--- src/rtl/mantissa_normalizer_pkg.sv ---
// Shared floating-point definitions: default operand widths and normalizer FSM encodings.
package mantissa_normalizer_pkg;

  localparam int unsigned NormW  = 16;  // mantissa width
  localparam int unsigned NormSw = 4;   // shift-count width, 2**NormSw == NormW
  localparam int unsigned NormEw = 5;   // exponent width

  // Four fixed halving stages (8, 4, 2, 1) cover a 16-bit mantissa.
  typedef enum logic [2:0] {
    StIdle,
    St8,
    St4,
    St2,
    St1,
    StDone
  } norm_state_e;

endpackage

--- src/rtl/mantissa_normalizer_if.sv ---
// Operand/result handshake bundle for the mantissa normalizer.
interface mantissa_normalizer_if
  import mantissa_normalizer_pkg::*;
#(
  parameter int unsigned W  = NormW,
  parameter int unsigned SW = NormSw,
  parameter int unsigned EW = NormEw
) ();

  logic          in_valid;
  logic          in_ready;
  logic [W:1]    a;
  logic [EW:1]   exp_in;
  logic          out_valid;
  logic          out_ready;
  logic [W:1]    out;
  logic [SW:1]   shift;
  logic [EW:1]   exp_out;
  logic          zero;
  logic          underflow;

  // Producer/consumer side driving operands and accepting results.
  modport master (
    output in_valid, a, exp_in, out_ready,
    input  in_ready, out_valid, out, shift, exp_out, zero, underflow
  );

  // Normalizer side.
  modport slave (
    input  in_valid, a, exp_in, out_ready,
    output in_ready, out_valid, out, shift, exp_out, zero, underflow
  );

endinterface

--- src/rtl/mantissa_normalizer_norm_stage.sv ---
// One conditional normalization step: shift left by k when the top k bits are all zero.
module mantissa_normalizer_norm_stage #(
  parameter int unsigned W  = 16,
  parameter int unsigned SW = 4
) (
  input  logic [W:1]  value_i,
  input  logic [SW:1] k_i,
  output logic [W:1]  value_o,
  output logic        shifted_o
);

  logic [W:1] top_mask;

  // Mask selects the top k bits; shift only when they are all clear.
  always_comb begin
    top_mask  = ~({W{1'b1}} >> k_i);
    shifted_o = ((value_i & top_mask) == '0);
    value_o   = shifted_o ? (value_i << k_i) : value_i;
  end

endmodule

--- src/rtl/mantissa_normalizer.sv ---
// Multi-cycle leading-zero normalizer: four binary-search stages, then a held result.
module mantissa_normalizer
  import mantissa_normalizer_pkg::*;
#(
  parameter int unsigned W  = NormW,
  parameter int unsigned SW = NormSw,
  parameter int unsigned EW = NormEw
) (
  input  logic                 clk,
  input  logic                 rst_n,
  mantissa_normalizer_if.slave bus
);

  norm_state_e state_q;
  logic [W:1]  work_q;
  logic [SW:1] cnt_q;
  logic [EW:1] exp_q;
  logic [W:1]  out_q;
  logic [SW:1] shift_q;
  logic [EW:1] exp_out_q;
  logic        zero_q;
  logic        underflow_q;
  logic        in_ready_q;
  logic        out_valid_q;

  logic [SW:1] stage_k;
  logic [W:1]  stage_value;
  logic        stage_shifted;
  logic [SW:1] cnt_d;
  logic        fin_zero;
  logic        fin_under;
  logic [EW:1] fin_exp;

  // Stage width follows the state; idle/done feed k=0 so the stage is a pass-through.
  always_comb begin
    case (state_q)
      St8:     stage_k = SW'(8);
      St4:     stage_k = SW'(4);
      St2:     stage_k = SW'(2);
      St1:     stage_k = SW'(1);
      default: stage_k = '0;
    endcase
  end

  mantissa_normalizer_norm_stage #(
    .W  (W),
    .SW (SW)
  ) u_norm_stage (
    .value_i   (work_q),
    .k_i       (stage_k),
    .value_o   (stage_value),
    .shifted_o (stage_shifted)
  );

  // Running shift count and the final result fields computed during the last stage.
  always_comb begin
    cnt_d     = cnt_q + (stage_shifted ? stage_k : '0);
    // After all stages a nonzero value always has its MSB set.
    fin_zero  = ~stage_value[W];
    fin_under = !fin_zero && (32'(exp_q) < 32'(cnt_d));
    if (fin_zero || fin_under) begin
      fin_exp = fin_zero ? exp_q : '0;
    end else begin
      fin_exp = exp_q - EW'(cnt_d);
    end
  end

  // Control FSM with registered handshake and result outputs.
  always_ff @(posedge clk) begin
    if (!rst_n) begin
      state_q     <= StIdle;
      work_q      <= '0;
      cnt_q       <= '0;
      exp_q       <= '0;
      out_q       <= '0;
      shift_q     <= '0;
      exp_out_q   <= '0;
      zero_q      <= 1'b0;
      underflow_q <= 1'b0;
      in_ready_q  <= 1'b1;
      out_valid_q <= 1'b0;
    end else begin
      case (state_q)
        StIdle: begin
          if (bus.in_valid && in_ready_q) begin
            work_q     <= bus.a;
            exp_q      <= bus.exp_in;
            cnt_q      <= '0;
            in_ready_q <= 1'b0;
            state_q    <= St8;
          end
        end
        St8: begin
          work_q  <= stage_value;
          cnt_q   <= cnt_d;
          state_q <= St4;
        end
        St4: begin
          work_q  <= stage_value;
          cnt_q   <= cnt_d;
          state_q <= St2;
        end
        St2: begin
          work_q  <= stage_value;
          cnt_q   <= cnt_d;
          state_q <= St1;
        end
        St1: begin
          out_q       <= stage_value;
          shift_q     <= fin_zero ? '0 : cnt_d;
          exp_out_q   <= fin_exp;
          zero_q      <= fin_zero;
          underflow_q <= fin_under;
          out_valid_q <= 1'b1;
          state_q     <= StDone;
        end
        StDone: begin
          // Ready is raised only after the handshake edge, so no same-cycle reissue.
          if (bus.out_ready) begin
            out_valid_q <= 1'b0;
            in_ready_q  <= 1'b1;
            state_q     <= StIdle;
          end
        end
        default: state_q <= StIdle;
      endcase
    end
  end

  assign bus.in_ready  = in_ready_q;
  assign bus.out_valid = out_valid_q;
  assign bus.out       = out_q;
  assign bus.shift     = shift_q;
  assign bus.exp_out   = exp_out_q;
  assign bus.zero      = zero_q;
  assign bus.underflow = underflow_q;

endmodule

--- src/flat_wrapper.sv ---
// flat-port wrapper written by rule: the top's interface ports become plain ports
module mantissa_normalizer_flat import mantissa_normalizer_pkg::*;
#(
  parameter int unsigned W  = NormW,
  parameter int unsigned SW = NormSw,
  parameter int unsigned EW = NormEw
)
  (clk, rst_n, bus_in_valid, bus_a, bus_exp_in, bus_out_ready, bus_in_ready, bus_out_valid, bus_out, bus_shift, bus_exp_out, bus_zero, bus_underflow);
  mantissa_normalizer_if #(.W(W), .SW(SW), .EW(EW)) bus_i ();
  input  logic clk;
  input  logic rst_n;
  input wire logic [$bits(bus_i.in_valid)-1:0] bus_in_valid;
  input wire logic [$bits(bus_i.a)-1:0] bus_a;
  input wire logic [$bits(bus_i.exp_in)-1:0] bus_exp_in;
  input wire logic [$bits(bus_i.out_ready)-1:0] bus_out_ready;
  output wire logic [$bits(bus_i.in_ready)-1:0] bus_in_ready;
  output wire logic [$bits(bus_i.out_valid)-1:0] bus_out_valid;
  output wire logic [$bits(bus_i.out)-1:0] bus_out;
  output wire logic [$bits(bus_i.shift)-1:0] bus_shift;
  output wire logic [$bits(bus_i.exp_out)-1:0] bus_exp_out;
  output wire logic [$bits(bus_i.zero)-1:0] bus_zero;
  output wire logic [$bits(bus_i.underflow)-1:0] bus_underflow;
  assign bus_i.in_valid = bus_in_valid;
  assign bus_i.a = bus_a;
  assign bus_i.exp_in = bus_exp_in;
  assign bus_i.out_ready = bus_out_ready;
  assign bus_in_ready = bus_i.in_ready;
  assign bus_out_valid = bus_i.out_valid;
  assign bus_out = bus_i.out;
  assign bus_shift = bus_i.shift;
  assign bus_exp_out = bus_i.exp_out;
  assign bus_zero = bus_i.zero;
  assign bus_underflow = bus_i.underflow;
  mantissa_normalizer #(.W(W), .SW(SW), .EW(EW)) u_core (.clk(clk), .rst_n(rst_n), .bus(bus_i));
endmodule
--- config.mk ---
export PLATFORM = sky130hd
export DESIGN_NAME = mantissa_normalizer_flat
export DESIGN_NICKNAME = d
export VERILOG_FILES = /design/src/rtl/mantissa_normalizer_pkg.sv /design/src/rtl/mantissa_normalizer_if.sv /design/src/rtl/mantissa_normalizer_norm_stage.sv /design/src/rtl/mantissa_normalizer.sv /design/src/flat_wrapper.sv
export SDC_FILE = /design/constraint.sdc
export NUM_CORES = 1
export LEC_CHECK = 0
export CORE_UTILIZATION = 42
export CTS_BUF_LIST = sky130_fd_sc_hd__clkbuf_16
export DETAILED_ROUTE_END_ITERATION = 6
export PLACE_DENSITY = 0.67
export SKIP_CTS_REPAIR_TIMING = 1
export SLEW_MARGIN = 40
export SYNTH_ARGS = -nofsm -noshare
export SYNTH_HDL_FRONTEND = slang
export SYNTH_SLANG_ARGS = --single-unit
--- constraint.sdc ---
create_clock -name clk -period 10.7 [get_ports clk]
set_input_delay 2.14 -clock clk [delete_from_list [all_inputs] [get_ports clk]]
set_output_delay 2.14 -clock clk [all_outputs]
set_load 0.01 [all_outputs]
# Yosys cells after proc, flatten, opt, wreduce, memory -nomap -nowiden

Cells that the tools add are included.

Register bits after elaboration: 57
Output and inout bits: 29

Shift operators: 2
Reductions and logical operators: 14
Magnitude comparators: 1
Muxes and demuxes: 18
Add/sub/neg operators: 2
Equality and inequality tests: 7
Bitwise logic cells: 3

Operators by type and width:

| kind                                                                   | count |
|---|---|
| 16-bit two-way mux                                                     | 2 |
| 16-bit one-hot mux with 2 select lines                                 | 1 |
| 3-bit one-hot mux with 6 select lines                                  | 1 |
| 16-bit AND                                                             | 1 |
| 16-bit logical NOT                                                     | 1 |
| 16-bit inverter                                                        | 1 |
| 4-bit one-hot mux with 4 select lines                                  | 1 |
| 16-bit by 4-bit left shift with 16-bit output                          | 1 |
| 16-bit by 4-bit right shift with 16-bit output (first input constant)  | 1 |
| 4-bit two-way mux                                                      | 3 |
| 5-bit two-way mux                                                      | 2 |
| 4-bit one-hot mux with 2 select lines                                  | 1 |
| 2-bit AND reduction                                                    | 4 |
| 3-bit by 2-bit equality test with 1-bit output (second input constant) | 2 |
| 3-bit equality test (second input constant)                            | 2 |
| 3-bit two-way mux                                                      | 2 |
| 2-bit nonzero test                                                     | 3 |
| 5-bit by 4-bit < comparator with 1-bit output                          | 1 |
| 5-bit by 4-bit subtractor with 5-bit output                            | 1 |
| 4-bit adder                                                            | 1 |
| 1-bit one-hot mux with 2 select lines                                  | 2 |
| 3-bit by 1-bit equality test with 1-bit output (second input constant) | 1 |
| 3-bit logical NOT                                                      | 1 |
| 1-bit two-way mux                                                      | 3 |
| other kinds (7)                                                        | 8 |

# Longest topological paths before layout

Depth in word-level cells: 12
Mapped depth: 18
Depth with buffers taken out: 16

# Hierarchy

Synthesis repeated with hierarchy kept, for this count alone.

Cells, all modules: 430
Area total of the unflattened synthesis: 3,739.8 um2

By module, submodules not included:

| module                         | area each (um2) | instances | cells an instance | sequential area each (um2) |
|---|---|---|---|---|
| mantissa_normalizer            | 2,680.1         | 1         | 307               | 1,141.1 |
| mantissa_normalizer_norm_stage | 1,059.8         | 1         | 123               | 0.0 |

# Worst setup path after synthesis

No wires, ideal clock.

Path kind: reg-to-reg
Start point: register u_core.state_q[2]
End point: register u_core.underflow_q (netlist: u_core.bus.underflow)
Required time: 10,630 ps
Stages on the path, launching flop included: 17
Arrival: 3,732 ps
Setup time: 70 ps
Slack: 6,897 ps
Cell sequence: dfxtp_1 buf_2 or3b_2 clkbuf_1 buf_1 clkbuf_1 nor2_1 ha_1 fa_1 inv_1 ha_1 nor2b_1 o311ai_0 and3_1 inv_1 or3_1 a21oi_1

Longest elaborated chain between the ends: 10
Elaborated cells between the ends (all ways): 15

RTL lines:

| element                                        | RTL line                                             | RTL |
|---|---|---|
| start: declaration                             | mantissa_normalizer.sv:14                            | `norm_state_e state_q;` |
| start signal: assignment                       | mantissa_normalizer.sv:71                            | `state_q <= StIdle;` |
| start signal: assignment                       | mantissa_normalizer.sv:90                            | `state_q <= St8;` |
| start signal: assignment                       | mantissa_normalizer.sv:96                            | `state_q <= St4;` |
| 3-bit equality test (tied with other cells)    | mantissa_normalizer.sv:36, mantissa_normalizer.sv:83 |  |
| 4-bit one-hot mux with 4 select lines          | mantissa_normalizer.sv:36                            | `case (state_q)` |
| 16-bit by 4-bit right shift with 16-bit output | mantissa_normalizer_norm_stage.sv:16                 | `top_mask = ~({W{1'b1}} >> k_i);` |
| 16-bit inverter                                | mantissa_normalizer_norm_stage.sv:16                 |  |
| 16-bit AND                                     | mantissa_normalizer_norm_stage.sv:17                 | `shifted_o = ((value_i & top_mask) == '0);` |
| 16-bit logical NOT                             | mantissa_normalizer_norm_stage.sv:17                 |  |
| 4-bit two-way mux                              | mantissa_normalizer.sv:57                            | `cnt_d = cnt_q + (stage_shifted ? stage_k : '0);` |
| 4-bit adder                                    | mantissa_normalizer.sv:57                            |  |
| 5-bit by 4-bit < comparator with 1-bit output  | mantissa_normalizer.sv:60                            | `fin_under = !fin_zero && (32'(exp_q) < 32'(cnt_d));` |
| 1-bit logical AND                              | mantissa_normalizer.sv:60                            |  |
| end signal: assignment                         | mantissa_normalizer.sv:113                           | `underflow_q <= fin_under;` |
| end: declaration                               | mantissa_normalizer.sv:22                            | `logic underflow_q;` |

Several ways; a longest one is shown, not always the timed one.
A chain may end at the register's enable or synchronous reset.

# Worst setup path in the final report

Start point: register u_core.state_q[0]
End point: register u_core.underflow_q (netlist: u_core.bus.underflow)

The elaborated chain is that of the path after synthesis.

==> results_tabular.tex <==
\begin{tabular}{lr}
\hline
Metric & Value \\
\hline
\multicolumn{2}{l}{\textbf{Setup path}} \\
Largest delay share family, worst path & simple AND/OR/NAND/NOR gates \\
Maximum fanout encountered on the critical timing path & 39 \\
Library cell appearing most often on the critical path & a21oi\_1 \\
Worst setup path end & u\_core.bus.underflow \\
Crit-path slowest cell & o21bai\_2 \\
Buf/Inv on CP & 3 \\
Highest cell delay on the worst timing path & 520 ps \\
Critical R2R Launch & u\_core.state\_q[0] \\
Register-to-register setup slack & 6240 ps \\
Stages on the worst setup path & 17 \\
Startpoint-to-endpoint class of the critical path & reg -> reg \\
Critical Path Start Type & flop \\
Required time at the endpoint of the critical path & $\sim$11,000 ps \\
Origin of the worst setup path & u\_core.state\_q[0] \\
Critical path arrival & between 4000 and 5000 ps \\
Reg2reg end & u\_core.bus.underflow \\
Critical Path End Type & flop \\
List of cells traversed by the critical path & buf\_4 > o21bai\_2 > a21oi\_1 > or2\_1 > nor3\_1 > ha\_1 > a21o\_1 > a21oi\_1 > xor2\_1 > xnor2\_1 > inv\_1 > ha\_1 > o311ai\_0 > and3\_1 > inv\_1 > or3\_1 > a21oi\_1 \\
Number of cells on the worst reg-to-reg path & 17 \\
\multicolumn{2}{l}{\textbf{GRT}} \\
Via count of the first global-routing pass & approximately 3.2k \\
Maximum number of pins on one net before global-route repair & between 40 and 50 \\
Total gr overflow & 0 \\
Overall fraction of global-route tracks in use & 25.00\% \\
Wire length of the first global-routing pass & $\sim$17,000 um \\
Antenna violations before repair & 0 \\
\multicolumn{2}{l}{\textbf{Place}} \\
\# port buffers & 53 \\
Sum of net half-perimeters after detailed placement & between 7000 and 8000 um \\
Post-Place Worst Slack & 6304 ps \\
Post-place instance area & 4025 um\^{}2 \\
Gp weighted congestion & just over 0.9 \\
\multicolumn{2}{l}{\textbf{Routing}} \\
Per-cell routed wire length & 17.62 um \\
Mean number of vias per cell & 5.960 \\
Number of DRC markers after the initial detailed-route iteration & about 330 \\
Number of routed nets with antenna violations & 0 \\
Drc violations & 0 \\
Vias & 3,558 \\
Count of TritonRoute iterations in the first routing pass & 5 \\
Final WL & $\sim$11,000 um \\
\multicolumn{2}{l}{\textbf{Min path}} \\
Class of the tightest hold or removal check & reg -> reg \\
Hold wc startpoint & u\_core.bus.out[11] \\
Hold path cells & 2 \\
\multicolumn{2}{l}{\textbf{STA}} \\
Final number of setup-violating endpoints & 0 \\
Post-layout min period & approximately 4500 ps \\
Worst-case clock skew & 6.816 ps \\
Final-report max-slew violation count & 0 \\
Final cycle utilization of the critical path & a little over two fifths \\
Max Freq & between 200 and 250 MHz \\
Unrepaired setup endpoints after global routing & no \\
Relative slew slack & between 40\% and 50\% \\
Hold Violations, Final & 0 \\
Final sum of negative setup slack & 0 ps \\
Worst path setup slack after routing & 6244 ps \\
Slew @ Worst Pin & between 700 and 800 ps \\
\multicolumn{2}{l}{\textbf{Yosys}} \\
Library cells used by synthesis & between 60 and 70 \\
Sequential area share after synthesis & about a third \\
Share of synthesized flip-flops with an asynchronous set or reset & 0\% \\
Syn. warnings & 0 \\
Cell taking the most area after synthesis & dfxtp\_1 \\
Post-synthesis area per instance & between 7 and 8 um\^{}2 \\
Gate Count Post-Synth & roughly 460 \\
Mapped Nets & 491 \\
Flip-flop and latch count after synthesis & 57 \\
Mapped Area & around 3500 um\^{}2 \\
Share of the synthesized area in the top cell type & 32.91\% \\
Predominant post-synthesis flop cell & dfxtp\_1 \\
EDFF count, synth & 0 \\
Top cells by area, synth & dfxtp\_1 33\%, a21oi\_1 7.2\%, nand2\_1 6.6\%, o21ai\_0 4.6\%, nor2\_1 3.9\% \\
\multicolumn{2}{l}{\textbf{Finish}} \\
ANT cells & 0 \\
Fill cell total of the finished layout & about 770 \\
Synthesis-to-layout area growth & 24.50\% \\
Post-route cell area & 4317 um\^{}2 \\
Nets & about 520 \\
Layout cells sized above 1 & between 7 and 8\% \\
\multicolumn{2}{l}{\textbf{Flow run}} \\
Number of max-capacitance violations reported & 0 \\
\multicolumn{2}{l}{\textbf{Outcome}} \\
Result of the run & complete, no violations \\
\multicolumn{2}{l}{\textbf{Die}} \\
Starting density of the core & between 40\% and 50\% \\
Row cnt & 32 \\
Number of top-level pins & 54 \\
Die outline area & 8622 um\^{}2 \\
CORE AREA & between 7000 and 8000 um\^{}2 \\
Die Height & approximately 93 um \\
Die X & 92.86 um \\
\multicolumn{2}{l}{\textbf{CTS}} \\
Max H-tree Level & 3 \\
TritonCTS clock tree & yes \\
Worst-skew pair later-pin latency & 320 ps \\
Clock tree buffer depth & 2 \\
CTS clk-pin slew, worst paths & approximately 50 ps \\
Root buffer selected by CTS & clkbuf\_16 \\
Total clock buffers created by CTS & 9 \\
Number of sinks driven by the clock tree & 57 \\
\multicolumn{2}{l}{\textbf{Power and ir drop}} \\
Leakage power & between 1.5 and 2 nW \\
Peak supply drop & between 100 and 150 uV \\
Cell area power density & approximately 190 nW/um\^{}2 \\
\hline
\end{tabular}
area by class of cell:
cell class | count | area [um^2] | share of cell area (%)
sequential | 57 | 1141 | 26.43
tap | 102 | 127.6 | 2.957
timing repair buffer | 61 | 585.6 | 13.57
inverter | 14 | 52.55 | 1.217
clock buffer | 9 | 225.2 | 5.217
multi-input combinational | 347 | 2115 | 48.99
clock inverter | 7 | 70.07 | 1.623
state kept, by name (all words and copies together) (netlist names):
register / cells
u_core.bus.in_ready: 1
u_core.exp_q: 5
u_core.bus.zero: 1
u_core.bus.out_valid: 1
u_core.bus.out: 16
u_core.cnt_q: 4
u_core.bus.exp_out: 5
u_core.work_q: 16
u_core.bus.shift: 4
u_core.state_q: 3
u_core.bus.underflow: 1
tightest hold or removal path, stage by stage, from the launching register on:
cell,delay [ps]
dfxtp_1,300
nand2_1,50
a21oi_1,50
logic make-up (layout without fill, tap and decap cells):
logic type	Yosys count	after routing	synth area share (%)
AOI/OAI and AO/OA	158	158	29.38
DFF	57	57	32.91
muxes	10	10	2.887
and+or+nand+nor	165	165	23.49
xor gates and xnor gates	5	5	1.263
adders and majority gates	9	9	3.609
buffers and inverters	54	91	6.460
stage by stage:
step | total power, mW | hold WS, ps | cells | util (%)
floorplan | 0.4498 | 449.7 | 458 | -
global route | 0.8538 | 473.5 | 597 | 55.01
CTS | 0.8095 | 455.6 | 597 | 55.05
detailed placement | 0.5260 | 448.1 | 581 | 51.29
global placement | 0.5246 | 444.5 | 581 | 51.24
finish | 0.8140 | 450.5 | 597 | 55.01
power breakdown:
group	total (mW)	switching, mW	internal, mW
Clock	0.285	0.105	0.180
Combinational	0.268	0.167	0.101
Sequential	0.261	0.0304	0.231
cells in the mapped netlist, types with 5 or more instances:
cell type	n
o21a_1	8
a21oi_1	50
nand3_1	9
a211oi_1	8
nor2_1	36
nor3b_1	5
inv_1	14
or3_1	9
nor2b_1	6
nor3_1	11
a22oi_1	12
nand2b_1	8
ha_1	6
o21ai_0	32
nand2_1	61
dfxtp_1	57
nand3b_1	5
mux2i_1	10
clkbuf_1	31
o31ai_1	5
placed cells by master (no fill, tap or decap), drive strengths merged, types with 5 or more instances in the layout:
| cell type | count |
|---|---|
| a21oi | 50 |
| clkbuf | 9 |
| nand2b | 8 |
| o21ai | 33 |
| nand3b | 5 |
| nor2 | 37 |
| nor2b | 6 |
| ha | 6 |
| nor3b | 5 |
| nand2 | 61 |
| clkdlybuf4s50 | 52 |
| nor3 | 11 |
| mux2i | 10 |
| dfxtp | 57 |
| buf | 9 |
| or3 | 9 |
| inv | 15 |
| o21a | 8 |
| a211oi | 8 |
| o31ai | 5 |
| a22oi | 12 |
| nand3 | 9 |
worst min path at each step:
stage                              end  slack, ps
floorplan              u_core.exp_q[1]        450
global placement    u_core.bus.out[11]        440
detailed placement  u_core.bus.out[11]        450
CTS                 u_core.bus.out[11]        460
global route        u_core.bus.out[11]        470
finish              u_core.bus.out[11]        450
routing by layer:
| metal | wire, um | track usage [%] | up-vias | part of all wire [%] |
|---|---|---|---|---|
| met4 | 185 | 7.179 | 0 | 1.8 |
| met1 | 4745 | 33.95 | 1704 | 45 |
| li1 | - | - | 1709 | - |
| met2 | 4997 | 40.44 | 129 | 48 |
| met3 | 592 | 4.269 | 16 | 5.6 |
| met5 | 0 | 0 | - | 0 |
No activity file was read; power rests on OpenSTA's default activity.
